===== src/rtl/exmem_pkg.sv =====
// Shared constants, default widths and the entry layout for the EX/MEM skid register.
package exmem_pkg;
    localparam int DBITS_DEF               = 32;
    localparam int REG_INDEX_BIT_WIDTH_DEF = 4;
    localparam int FUNC_BITS_DEF           = 4;
    localparam int OP_BITS_DEF             = 4;

    localparam logic [3:0] ALUR = 4'b1100;
    localparam logic [3:0] ADD  = 4'b0111;

    // Field order here is the packing order used for the flat slot vector (wrMem at bit 0).
    typedef struct packed {
        logic [FUNC_BITS_DEF-1:0]           func;
        logic [OP_BITS_DEF-1:0]             op;
        logic [DBITS_DEF-1:0]               regData2;
        logic [DBITS_DEF-1:0]               intermediateResult;
        logic [REG_INDEX_BIT_WIDTH_DEF-1:0] rs2;
        logic [REG_INDEX_BIT_WIDTH_DEF-1:0] rd;
        logic                               ME_mux_sel;
        logic                               wrReg;
        logic                               wrMem;
    } entry_t;
endpackage


===== src/rtl/exmem_slot.sv =====
// One entry register with valid bit, flush and optional store-data forwarding (EXMEM_FWD_EN).
module exmem_slot
    import exmem_pkg::*;
#(
    parameter int DBITS = DBITS_DEF,
    parameter int RIB   = REG_INDEX_BIT_WIDTH_DEF,
    parameter int W     = 83
) (
    input  logic             clk,
    input  logic             reset,
    input  logic             flush,
    input  logic             load,
    input  logic             drain,
    input  logic [W-1:0]     d,
`ifdef EXMEM_FWD_EN
    input  logic             wb_wrReg,
    input  logic [RIB-1:0]   wb_rd,
    input  logic [DBITS-1:0] wb_data,
`endif
    output logic [W-1:0]     q,
    output logic             valid
);
`ifdef EXMEM_FWD_EN
    localparam int RS2_LO = 3 + RIB;
    localparam int D2_LO  = 3 + 2*RIB + DBITS;
`endif

    // Store data of a store whose rs2 is being written back this cycle is replaced.
    function automatic logic [W-1:0] fwd(input logic [W-1:0] e);
        fwd = e;
`ifdef EXMEM_FWD_EN
        if (wb_wrReg && e[0] && (e[RS2_LO +: RIB] == wb_rd))
            fwd[D2_LO +: DBITS] = wb_data;
`endif
    endfunction

    always_ff @(posedge clk or negedge reset) begin
        if (!reset) begin
            valid <= 1'b0;
            q     <= '0;
        end else if (flush) begin
            valid <= 1'b0;
        end else if (load) begin
            valid <= 1'b1;
            q     <= fwd(d);
        end else begin
            if (drain) valid <= 1'b0;
            if (valid) q <= fwd(q);
        end
    end
endmodule


===== src/rtl/exmem_skid_reg.sv =====
// EX/MEM pipeline register with valid/ready handshake and a 2-entry skid buffer.
// Optional write-back forwarding into held store data when EXMEM_FWD_EN is defined.
module exmem_skid_reg
    import exmem_pkg::*;
#(
    parameter int DBITS               = DBITS_DEF,
    parameter int REG_INDEX_BIT_WIDTH = REG_INDEX_BIT_WIDTH_DEF,
    parameter int FUNC_BITS           = FUNC_BITS_DEF,
    parameter int OP_BITS             = OP_BITS_DEF
) (
    input  logic                           clk,
    input  logic                           reset,
    input  logic                           flush,
    input  logic                           in_valid,
    output logic                           in_ready,
    input  logic [FUNC_BITS-1:0]           func,
    input  logic [OP_BITS-1:0]             op,
    input  logic [DBITS-1:0]               regData2,
    input  logic [DBITS-1:0]               intermediateResult,
    input  logic [REG_INDEX_BIT_WIDTH-1:0] rs2,
    input  logic [REG_INDEX_BIT_WIDTH-1:0] rd,
    input  logic                           ME_mux_sel,
    input  logic                           wrReg,
    input  logic                           wrMem,
`ifdef EXMEM_FWD_EN
    input  logic                           wb_wrReg,
    input  logic [REG_INDEX_BIT_WIDTH-1:0] wb_rd,
    input  logic [DBITS-1:0]               wb_data,
`endif
    output logic                           out_valid,
    input  logic                           out_ready,
    output logic [FUNC_BITS-1:0]           EX_func,
    output logic [OP_BITS-1:0]             EX_op,
    output logic [DBITS-1:0]               EX_regData2,
    output logic [DBITS-1:0]               EX_intermediateResult,
    output logic [REG_INDEX_BIT_WIDTH-1:0] EX_rs2,
    output logic [REG_INDEX_BIT_WIDTH-1:0] EX_rd,
    output logic                           EX_ME_mux_sel,
    output logic                           EX_wrReg,
    output logic                           EX_wrMem
);
    localparam int W = FUNC_BITS + OP_BITS + 2*DBITS + 2*REG_INDEX_BIT_WIDTH + 3;

    logic [W-1:0] in_entry, main_d, main_q, skid_q;
    logic         main_v, skid_v;
    logic         accept, consume, main_load, skid_load, skid_drain;
    logic         wr_q, wm_q;

    assign in_entry = {func, op, regData2, intermediateResult, rs2, rd, ME_mux_sel, wrReg, wrMem};

    // in_ready is a pure function of the skid valid flop, so out_ready never reaches it.
    assign in_ready = !skid_v;
    assign accept   = in_valid && in_ready;
    assign consume  = main_v && out_ready;

    // Main refills whenever it is free or draining; the older skid entry goes first.
    assign main_load  = (!main_v || consume) && (skid_v || accept);
    assign main_d     = skid_v ? skid_q : in_entry;
    assign skid_load  = accept && (skid_v || (main_v && !consume));
    assign skid_drain = skid_v && main_load;

    exmem_slot #(.DBITS(DBITS), .RIB(REG_INDEX_BIT_WIDTH), .W(W)) u_main (
        .clk   (clk),
        .reset (reset),
        .flush (flush),
        .load  (main_load),
        .drain (consume),
        .d     (main_d),
`ifdef EXMEM_FWD_EN
        .wb_wrReg (wb_wrReg),
        .wb_rd    (wb_rd),
        .wb_data  (wb_data),
`endif
        .q     (main_q),
        .valid (main_v)
    );

    exmem_slot #(.DBITS(DBITS), .RIB(REG_INDEX_BIT_WIDTH), .W(W)) u_skid (
        .clk   (clk),
        .reset (reset),
        .flush (flush),
        .load  (skid_load),
        .drain (skid_drain),
        .d     (in_entry),
`ifdef EXMEM_FWD_EN
        .wb_wrReg (wb_wrReg),
        .wb_rd    (wb_rd),
        .wb_data  (wb_data),
`endif
        .q     (skid_q),
        .valid (skid_v)
    );

    assign {EX_func, EX_op, EX_regData2, EX_intermediateResult, EX_rs2, EX_rd,
            EX_ME_mux_sel, wr_q, wm_q} = main_q;

    // Bubbles must never write; the remaining fields simply hold.
    assign out_valid = main_v;
    assign EX_wrReg  = wr_q && main_v;
    assign EX_wrMem  = wm_q && main_v;
endmodule


===== config.mk =====
export PLATFORM = sky130hd
export DESIGN_NAME = exmem_skid_reg
export DESIGN_NICKNAME = d
export VERILOG_FILES = /design/src/rtl/exmem_pkg.sv /design/src/rtl/exmem_slot.sv /design/src/rtl/exmem_skid_reg.sv
export SDC_FILE = /design/constraint.sdc
export NUM_CORES = 1
export LEC_CHECK = 0
export BUFFER_PORTS_ARGS = -buffer_cell sky130_fd_sc_hd__buf_2
export CORE_ASPECT_RATIO = 1.25
export CORE_MARGIN = 5
export CORE_UTILIZATION = 55
export DETAILED_ROUTE_END_ITERATION = 12
export PLACE_DENSITY = 0.84
export SYNTH_ARGS = -nofsm -noshare
export SYNTH_HDL_FRONTEND = slang
export SYNTH_HIERARCHICAL = 1
export SYNTH_SLANG_ARGS = --single-unit

===== constraint.sdc =====
create_clock -name clk -period 2.5 [get_ports clk]
set_input_delay 0.5 -clock clk [delete_from_list [all_inputs] [get_ports clk]]
set_output_delay 0.5 -clock clk [all_outputs]
set_load 0.005 [all_outputs]

==> run_results.csv, run 1 <==
group,metric,value,unit
status,outcome,"complete, no violations",
pwr,cellPowerDensity,849.1,mW/mm2
die,start_util,0.5636,
timing,fin_crit,1970,ps
yosys,synth.largest_area_cell,"dfrtp_1",
timing,skew,6.037,ps
clock_network,cts_tree,"built",
setup_path,cp_cell_sequence,"buf_4, mux2_2, mux2_4",
die,std_cell_rows,49,
clock_network,clk_latency,420,ps
timing,hold_viol,0,
routing,detail-route-antenna-nets,0,
global_route,busiest_layer,"met2",
flow_run,drv_cap,0,
routing,drt_wl_total,16190,um
timing,rsz0062_at_grt,"false",
yosys,synthAdderAreaFrac,0,
setup_path,path_max_fanout,56,
global_route,overflow,0,
clock_network,numCtsBuffers,17,
timing,slew_headroom,0.3988,
final_layout,fillers,974,
yosys,netlist_instances,461,
placed_design,port_buffers,172,
clock_network,clk_pin_slew,60,ps
global_route,grt_max_degree,57,
die,die_w,118.9,um
die,io_pins,173,
yosys,syn_avg_cell_area,17.69,um2
clock_network,htree_levels,4,
setup_path,path_class,"flip-flop to flip-flop",
yosys,synth_top_family_by_area,"multiplexers",
yosys,synth-xor-area-share,0,
yosys,synth.net_count,549,
setup_path,path_buf_inv,1,
clock_network,ctsHoldBuffers,0,
placed_design,gp_congestion,0.7519,
pwr,ir_drop,509.7,uV
final_layout,n_antenna_cell,0,
setup_path,crit_family,"multiplexers",
routing,drtPass1Iterations,4,
global_route,met1_usage,0.2283,
setup_path,required,2800,ps
timing,worst_slew_pin_slew,901.7,ps
setup_path,cp-start-kind,"flip-flop",
timing,fmax,0.5076,GHz
clock_network,clkSinkCount,168,
yosys,ys_seq_area_frac,0.5155,
clock_network,clock_path_buffers,2,
clock_network,post_cts.repair.setup_buffers,0,
setup_path,crit_slowest_cell,"buf_4",
yosys,synth_compound_area_frac,0.002148,
yosys,synth.mux.area_fraction,0.4202,
clock_network,ctsResizeCount,0,
pwr,leakagePower,0.004572,uW
timing,slew_viol_final,0,
final_layout,fin_nets,723,
setup_path,crit_path_max_incr_delay,670,ps
final_layout,drive_gt1_frac,0.7156,
clock_network,root_buffer,"clkbuf_16",
global_route,antenna_found_initial,1,
final_layout,final_area,0.009528,mm2
global_route,grt_use_total,0.1923,
routing,drt_iter0_drc,198,
routing,drc,0,
setup_path,endpoint_kind,"flip-flop",
global_route,use_met3,0.04990,
final_layout,final_util,0.6585,
yosys,ys_warn_count,6,
setup_path,cp.arrival,2270,ps
die,core,0.01447,mm2
routing,drt-vias-per-instance,5.319,
yosys,syn_area,0.008155,mm2
die,die_area,0.01738,mm2
global_route,first_global_vias,5099,
timing,post-route-period-util,0.7880,
yosys,ys_seq_elements,168,
global_route,grt_pass1_wl,26700,um
timing,setup-tns-final,0,ps
placed_design,dpl.hpwl,10950,um
final_layout,syn_to_final_growth,16.83,%
die,die_h,146.1,um
global_route,grtUsageMet2,0.3331,
min_path,hold_class,"input pin to asynchronous set/reset pin",
routing,vias,4388,
placed_design,place_area,0.008977,mm2
yosys,synthDistinctLibCells,14,
timing,setup_viol,0,
yosys,synth_area_leaders,"dfrtp_1 (52%), mux2_4 (31%), mux2_2 (11%)",
routing,wl_per_cell,19.62,um
yosys,synth_top_area_share,0.5155,
yosys,synth-simple-area-share,0.009666,
per-stage QoR:
step | hold slack (ps) | power (uW) | setup WS [ps] | cells
after floorplan | 204.4 | 5005 | 595.4 | 461
final | 31.63 | 8090 | 530.0 | 825
after global placement | 484.2 | 5559 | 319.7 | 794
after detailed placement | 488.2 | 5669 | 283.5 | 794
after CTS | 36.15 | 8186 | 550.8 | 825
after global routing | 49.49 | 8476 | 398.5 | 825
routing by layer:
metal | wire [um] | vias to the layer above
met5 | 13 | -
met4 | 364 | 2
met3 | 669 | 34
met2 | 8560 | 120
met1 | 6581 | 2252
li1 | - | 1980
power breakdown:
group	leakage (uW)	switching, uW	internal (uW)	total (uW)
logic	0.00229	581	1240	1820
clock network	0.000265	1020	1440	2450
registers	0.00202	408	3410	3820
final timing paths:
kind | to | slack (ps) | depth (start not counted) | from
max | u_main/q[40]$_DFFE_PN0P_ | 530 | 3 | u_skid/valid$_DFFE_PN0P_
min | u_main/q[2]$_DFFE_PN0P_ | 30 | 1 | reset
min in group clk | u_skid/q[23]$_DFFE_PN0P_ | 330 | 2 | intermediateResult[12]
min reg2reg | u_main/q[79]$_DFFE_PN0P_ | 500 | 1 | u_main/q[79]$_DFFE_PN0P_
max reg2reg | u_main/q[40]$_DFFE_PN0P_ | 530 | 3 | u_skid/valid$_DFFE_PN0P_
max in group asynchronous | u_main/q[76]$_DFFE_PN0P_ | 1830 | 2 | reset
synthesized netlist by cell type (all sizes together):
cell and instances:
inv 3, nand2b 3, nor3b 1, a21oi 2
and2 4, o21a 1, buf 28, mux2 249
dfrtp 168, nor2b 2
kinds of logic (layout without fill, tap and decap cells):
family | after synthesis | in the layout
flops | 168 | 168
simple gates | 10 | 10
mux | 249 | 249
compound gates | 3 | 3
buf+inv | 31 | 217
flip-flops by register name, summed over array words and instances (netlist names):
name          cells
u_main/valid      1
u_skid/valid      1
u_main/q         83
u_skid/q         83
final cells by class:
cell class                      count  area [um2]  area share
Timing Repair Buffer              183        1012      0.1062
Tap cell                          178       222.7     0.02337
Clock inverter                      8       72.57    0.007617
Multi-Input combinational cell    262        3523      0.3698
Inverter                            3       11.26    0.001182
Sequential cell                   168        4208      0.4416
Clock buffer                       23       478.0     0.05016
placed cells by master (no fill, tap or decap), drive strengths merged:
master      n
o21a        1
clkinvlp    3
dfrtp     168
a21oi       2
nor3b       1
nand2b      3
mux2      249
bufinv      1
inv         3
buf       183
and2        4
clkinv      4
clkbuf     23
nor2b       2
(Power assumes the default switching activity.)
==> run 2, diff against run 1 <==
--- a/config.mk
+++ b/config.mk
@@ -8,9 +8,9 @@
 export BUFFER_PORTS_ARGS = -buffer_cell sky130_fd_sc_hd__buf_2
 export CORE_ASPECT_RATIO = 1.25
 export CORE_MARGIN = 5
-export CORE_UTILIZATION = 55
+export CORE_UTILIZATION = 50
 export DETAILED_ROUTE_END_ITERATION = 12
-export PLACE_DENSITY = 0.84
+export PLACE_DENSITY = 0.81
 export SYNTH_ARGS = -nofsm -noshare
 export SYNTH_HDL_FRONTEND = slang
 export SYNTH_HIERARCHICAL = 1
==> constraint.sdc (replaced) <==
create_clock -name clk -period 1.68 [get_ports clk]
set_input_delay 0.336 -clock clk [delete_from_list [all_inputs] [get_ports clk]]
set_output_delay 0.336 -clock clk [all_outputs]
set_load 0.005 [all_outputs]
==> run 2 against run 1 <==
The flow now finishes with violations (negative setup slack). Maximum frequency grew 14%. Final cell count up 10%. Wire length rose by 15%. Setup slack lost 580 ps. Sequential share of layout area decreased by 3.8 points. Via count grew 5.9%. Sequential power is 49% higher. Global-route usage decreased by 1.2 points. Largest power group unchanged. Highest routed layer unchanged.
==> run_results.csv, run 2 (synthesis gave the netlist of run 1 again) <==
group,metric,value,unit
die,die_area,0.01898,mm2
global_route,first_global_vias,5123,
die,die_h,152.8,um
placed_design,dp.cells,849,
global_route,overflow,0,
die,std_cell_rows,52,
routing,vias,4645,
routing,drc,0,
final_layout,regArea,0.004208,mm2
setup_path,path_max_fanout,9,
setup_path,endpoint_kind,"flip-flop",
pwr,cellPowerDensity,1196,mW/mm2
placed_design,pre_cts_slack,-237.2,ps
final_layout,fillers,1205,
min_path,hp-start,"func[3]",
final_layout,n_antenna_cell,0,
final_layout,reg_top3,"u_main/q x83, u_skid/q x83",
clock_network,clock_path_buffers,2,
routing,drt_wl_total,18570,um
timing,setup_viol,101,
setup_path,r2r_start,"u_skid/valid$_DFFE_PN0P_",
die,start_util,0.5054,
setup_path,cp.arrival,2040,ps
clock_network,htree_levels,4,
die,core,0.01614,mm2
routing,drt_iter0_drc,231,
timing,setup_ws,-51.69,ps
placed_design,dpl.hpwl,11590,um
global_route,grt_pass1_wl,27520,um
flow_run,drv_cap,0,
routing,detail-route-antenna-nets,0,
min_path,hold_class,"input pin to flip-flop",
setup_path,cp-start-kind,"flip-flop",
clock_network,numCtsBuffers,17,
setup_path,required,1990,ps
timing,skew,9.648,ps
die,io_pins,173,
clock_network,root_buffer,"clkbuf_16",
routing,drt-vias-per-instance,5.116,
timing,slew_viol_final,0,
pwr,ir_drop,739.0,uV
routing,drtPass1Iterations,4,
timing,fmax,0.5775,GHz
routing,wl_per_cell,20.45,um
timing,setup-tns-final,-2639,ps
timing,post-route-period-util,1.031,
timing,hold_viol,0,
final_layout,final_cell_mix,"mux2_4 (179), buf_2 (170), dfrtp_1 (167)",
setup_path,path_class,"flip-flop to flip-flop",
final_layout,syn_to_final_growth,27.77,%
setup_path,cp-startpoint,"u_skid/valid$_DFFE_PN0P_",
status,violations,"negative setup slack",
clock_network,clkSinkCount,168,
placed_design,gp_congestion,0.7433,
timing,rsz0062_at_grt,"true",
timing,worst_slew_pin_slew,400.9,ps
global_route,grt_use_total,0.1799,
final_layout,fin_nets,767,
timing,slew_headroom,0.7327,
timing,fin_crit,1732,ps
placed_design,port_buffers,172,
global_route,antenna_found_initial,2,
global_route,grt_max_degree,50,
final_layout,drive_gt1_frac,0.7355,
clock_network,clk_pin_slew,70,ps
clock_network,clk_latency,420,ps
final_layout,fin_cells,908,
final_layout,mostFrequentLayoutCell,"mux2_4",
clock_network,cts_tree,"built",
status,outcome,"finished with violations",
pwr,leakagePower,0.004978,uW
die,die_w,124.2,um
final_layout,multiInputGateArea,0.003591,mm2
[run 2: path summary, 6_finish.rpt]
path | end | slack [ps] | depth (start not counted)
hold reg to reg | u_main/q[2]$_DFFE_PN0P_ | 500 | 1
setup / recovery | u_skid/q[24]$_DFFE_PN0P_ | -50 | 5
hold / removal | u_skid/q[82]$_DFFE_PN0P_ | 160 | 2
max in group asynchronous | u_main/q[34]$_DFFE_PN0P_ | 670 | 3
setup reg to reg | u_skid/q[24]$_DFFE_PN0P_ | -50 | 5
min in group asynchronous | u_main/q[74]$_DFFE_PN0P_ | 390 | 2
[run 2: through the flow]
step	hold slack, ps	power, uW	util	cell area (um2)
6_report	155.6	12470	0.6458	10420
5_1_grt	129.9	13030	0.6458	10420
4_1_cts	136.5	12370	0.6175	9963
3_5_place_dp	279.2	8497	0.5722	9233
3_3_place_gp	275.2	8341	0.5722	9233
2_1_floorplan	40.41	7451	-	8168
[run 2: worst max-delay path, stage by stage (launching register included)]
cell and delay [ps]:
dfrtp_4 510, nor3b_4 220, nor2b_4 230, buf_6 170, clkbuf_16 180, mux2_4 300
[run 2: cell type report]
class                           count  area share
Clock buffer                       24     0.04623
Tap cell                          216     0.02594
Inverter                            3    0.001561
Clock inverter                      8    0.008405
Multi-Input combinational cell    262      0.3446
Sequential cell                   168      0.4038
Timing Repair Buffer              227      0.1694
[run 2: what timing repair did]
item | CTS | global route
resized for setup | 11 | 34
hold endpoints to repair | 36 | 0
hold buffers | 1 | 0
buffers inserted | 6 | 4
gates cloned | 2 | 14
pin swaps | 0 | 1
setup endpoints to repair | 102 | 163
[run 2: power breakdown]
group          switching (uW)  total [uW]  internal, uW
sequential                608        5680          5070
clock                    1630        3810          2180
combinational             936        2980          2040
total                    3180       12500          9290
[run 2: metal layers]
metal | vias up | routed length [um] | part of all wire | track usage
met5 | - | 21 | 0.0011 | 0
met2 | 127 | 9540 | 0.51 | 0.3039
li1 | 2086 | - | - | -
met1 | 2393 | 7790 | 0.42 | 0.2215
met3 | 35 | 837 | 0.045 | 0.04909
met4 | 4 | 378 | 0.020 | 0.06527
==> run 3, diff against run 2 <==
==> constraint.sdc (replaced) <==
create_clock -name clk -period 1.68 [get_ports clk]
set_input_delay 0.252 -clock clk [delete_from_list [all_inputs] [get_ports clk]]
set_output_delay 0.252 -clock clk [all_outputs]
set_load 0.005 [all_outputs]
==> run 3 against run 2 <==
Combinational power decreased by 2%. Highest routed layer unchanged. The run still ends with negative setup slack left. Setup slack improved by 32 ps. Critical path depth unchanged. Sequential share of layout area increased by 0.65 points.
==> run_results.csv, run 3 (synthesis gave the netlist of run 1 again) <==
group,metric,value,unit
timing,hold_viol,0,
global_route,overflow,0,
timing,slew_viol_final,0,
routing,detail-route-antenna-nets,0,
global_route,grtUsageMet2,0.3296,
setup_path,crit_family,"flip-flops",
global_route,grt_max_degree,48,
timing,rsz0062_at_grt,"true",
die,die_w,124.2,um
placed_design,gp_congestion,0.7508,
clock_network,root_buffer,"clkbuf_16",
min_path,hp-start,"intermediateResult[12]",
clock_network,clk_pin_slew,70,ps
pwr,clkPwrFrac,0.311,
routing,drtPass1Iterations,4,
pwr,p_int,9379,uW
placed_design,dpl.hpwl,11690,um
pwr,cellPowerDensity,1217,mW/mm2
setup_path,path_class,"flip-flop to flip-flop",
status,outcome,"finished with violations",
routing,drt_iter0_drc,183,
setup_path,crit_slowest_cell,"dfrtp_4",
pwr,p_sw_frac,0.2488,
clock_network,clkSinkCount,168,
clock_network,clk_latency,410,ps
setup_path,cp_cell_sequence,"nor3b_4, nor2b_4, buf_12, clkbuf_16, mux2_4",
timing,setup-tns-final,-173.9,ps
final_layout,final_area,0.01026,mm2
routing,drt_wl_total,17950,um
setup_path,crit_path_max_incr_delay,510,ps
setup_path,cp.arrival,1990,ps
timing,whs,79.51,ps
final_layout,final_cell_mix,"mux2_4 (178), buf_2 (171), dfrtp_1 (167)",
setup_path,cp-start-kind,"flip-flop",
die,std_cell_rows,52,
die,io_pins,173,
final_layout,multiInputGateArea,0.003587,mm2
clock_network,clock_path_buffers,2,
clock_network,htree_levels,4,
timing,fin_crit,1700,ps
die,die_h,152.8,um
placed_design,port_buffers,172,
pwr,p_switching,3107,uW
status,violations,"negative setup slack",
global_route,grt_pass1_wl,28410,um
global_route,busiest_layer,"met2",
setup_path,required,1970,ps
global_route,use_met3,0.04804,
die,start_util,0.5054,
pwr,leakagePower,0.004899,uW
routing,wl_per_cell,20.06,um
timing,setup_ws,-19.60,ps
placed_design,place_area,0.009210,mm2
timing,post-route-period-util,1.012,
final_layout,syn_to_final_growth,25.76,%
pwr,ir_drop,679.0,uV
die,die_area,0.01898,mm2
timing,slew_headroom,0.6537,
flow_run,drv_cap,0,
setup_path,r2r_start,"u_skid/valid$_DFFE_PN0P_",
global_route,first_global_vias,5381,
setup_path,path_max_fanout,8,
pwr,p_comb_frac,0.233,
die,core,0.01614,mm2
timing,fmax,0.5884,GHz
clock_network,numCtsBuffers,17,
min_path,hold_class,"input pin to flip-flop",
final_layout,mostFrequentLayoutCell,"mux2_4",
routing,drt-vias-per-instance,5.094,
timing,skew,7.663,ps
global_route,grt_use_total,0.1856,
final_layout,reg_top3,"u_main/q x83, u_skid/q x83",
pwr,finalPower,12490,uW
routing,drc,0,
timing,worst_slew_pin_slew,519.4,ps
final_layout,drive_gt1_frac,0.7330,
setup_path,endpoint_kind,"flip-flop",
global_route,antenna_found_initial,3,
final_layout,regArea,0.004208,mm2
timing,setup_viol,20,
setup_path,cp-startpoint,"u_skid/valid$_DFFE_PN0P_",
setup_path,path_buf_inv,2,
final_layout,fillers,1224,
final_layout,fin_nets,753,
pwr,pwr-share-seq,0.456,
clock_network,cts_tree,"built",
global_route,met1_usage,0.2141,
final_layout,final_util,0.6356,
routing,vias,4559,
==> run 3: what timing repair did <==
action	CTS	global route
setup buffers	7	4
gates cloned	3	6
pin swaps	1	1
resized for setup	16	8
hold buffers	1	0
hold endpoints to repair	43	0
setup endpoints to repair	98	166
==> run 3: routing by layer <==
layer | share of wire | up-vias | wire (um)
li1 | - | 2057 | -
met1 | 0.41 | 2349 | 7295
met2 | 0.52 | 120 | 9414
met3 | 0.044 | 29 | 781
met4 | 0.024 | 4 | 427
met5 | 0.0019 | - | 34
==> run 3: per-stage QoR <==
stage,std cells,worst slack (ps)
floorplan,461,-153.4
global placement,841,-97.04
detailed placement,841,-134.7
CTS,884,-50.63
global route,895,-65.53
finish,895,-19.60
==> run 3: power by group through the flow <==
stage,Combinational [uW],Clock [uW],Sequential [uW]
after floorplan,1860,0,5590
after global placement,2660,0,5660
after detailed placement,2780,0,5720
after CTS,2870,3990,5690
after global routing,3100,4160,5810
final,2910,3890,5690
==> run 3: worst paths after layout <==
kind | endpoint | slack (ps) | cells after the start
min in group asynchronous | u_main/q[4]$_DFFE_PN0P_ | 350 | 2
hold / removal | u_skid/q[23]$_DFFE_PN0P_ | 80 | 2
setup / recovery | u_skid/q[51]$_DFFE_PN0P_ | -20 | 5
max in group asynchronous | u_main/q[71]$_DFFE_PN0P_ | 690 | 3
setup reg to reg | u_skid/q[51]$_DFFE_PN0P_ | -20 | 5
hold reg to reg | u_main/q[77]$_DFFE_PN0P_ | 500 | 1
==> run 3: area by class of cell <==
class	instances	share of cell area
sequential	168	0.4103
multi-input combinational	262	0.3498
antenna	1	0.0002440
clock inverter	10	0.01159
tap	216	0.02635
inverter	3	0.001098
clock buffer	22	0.04624
timing repair buffer	213	0.1544
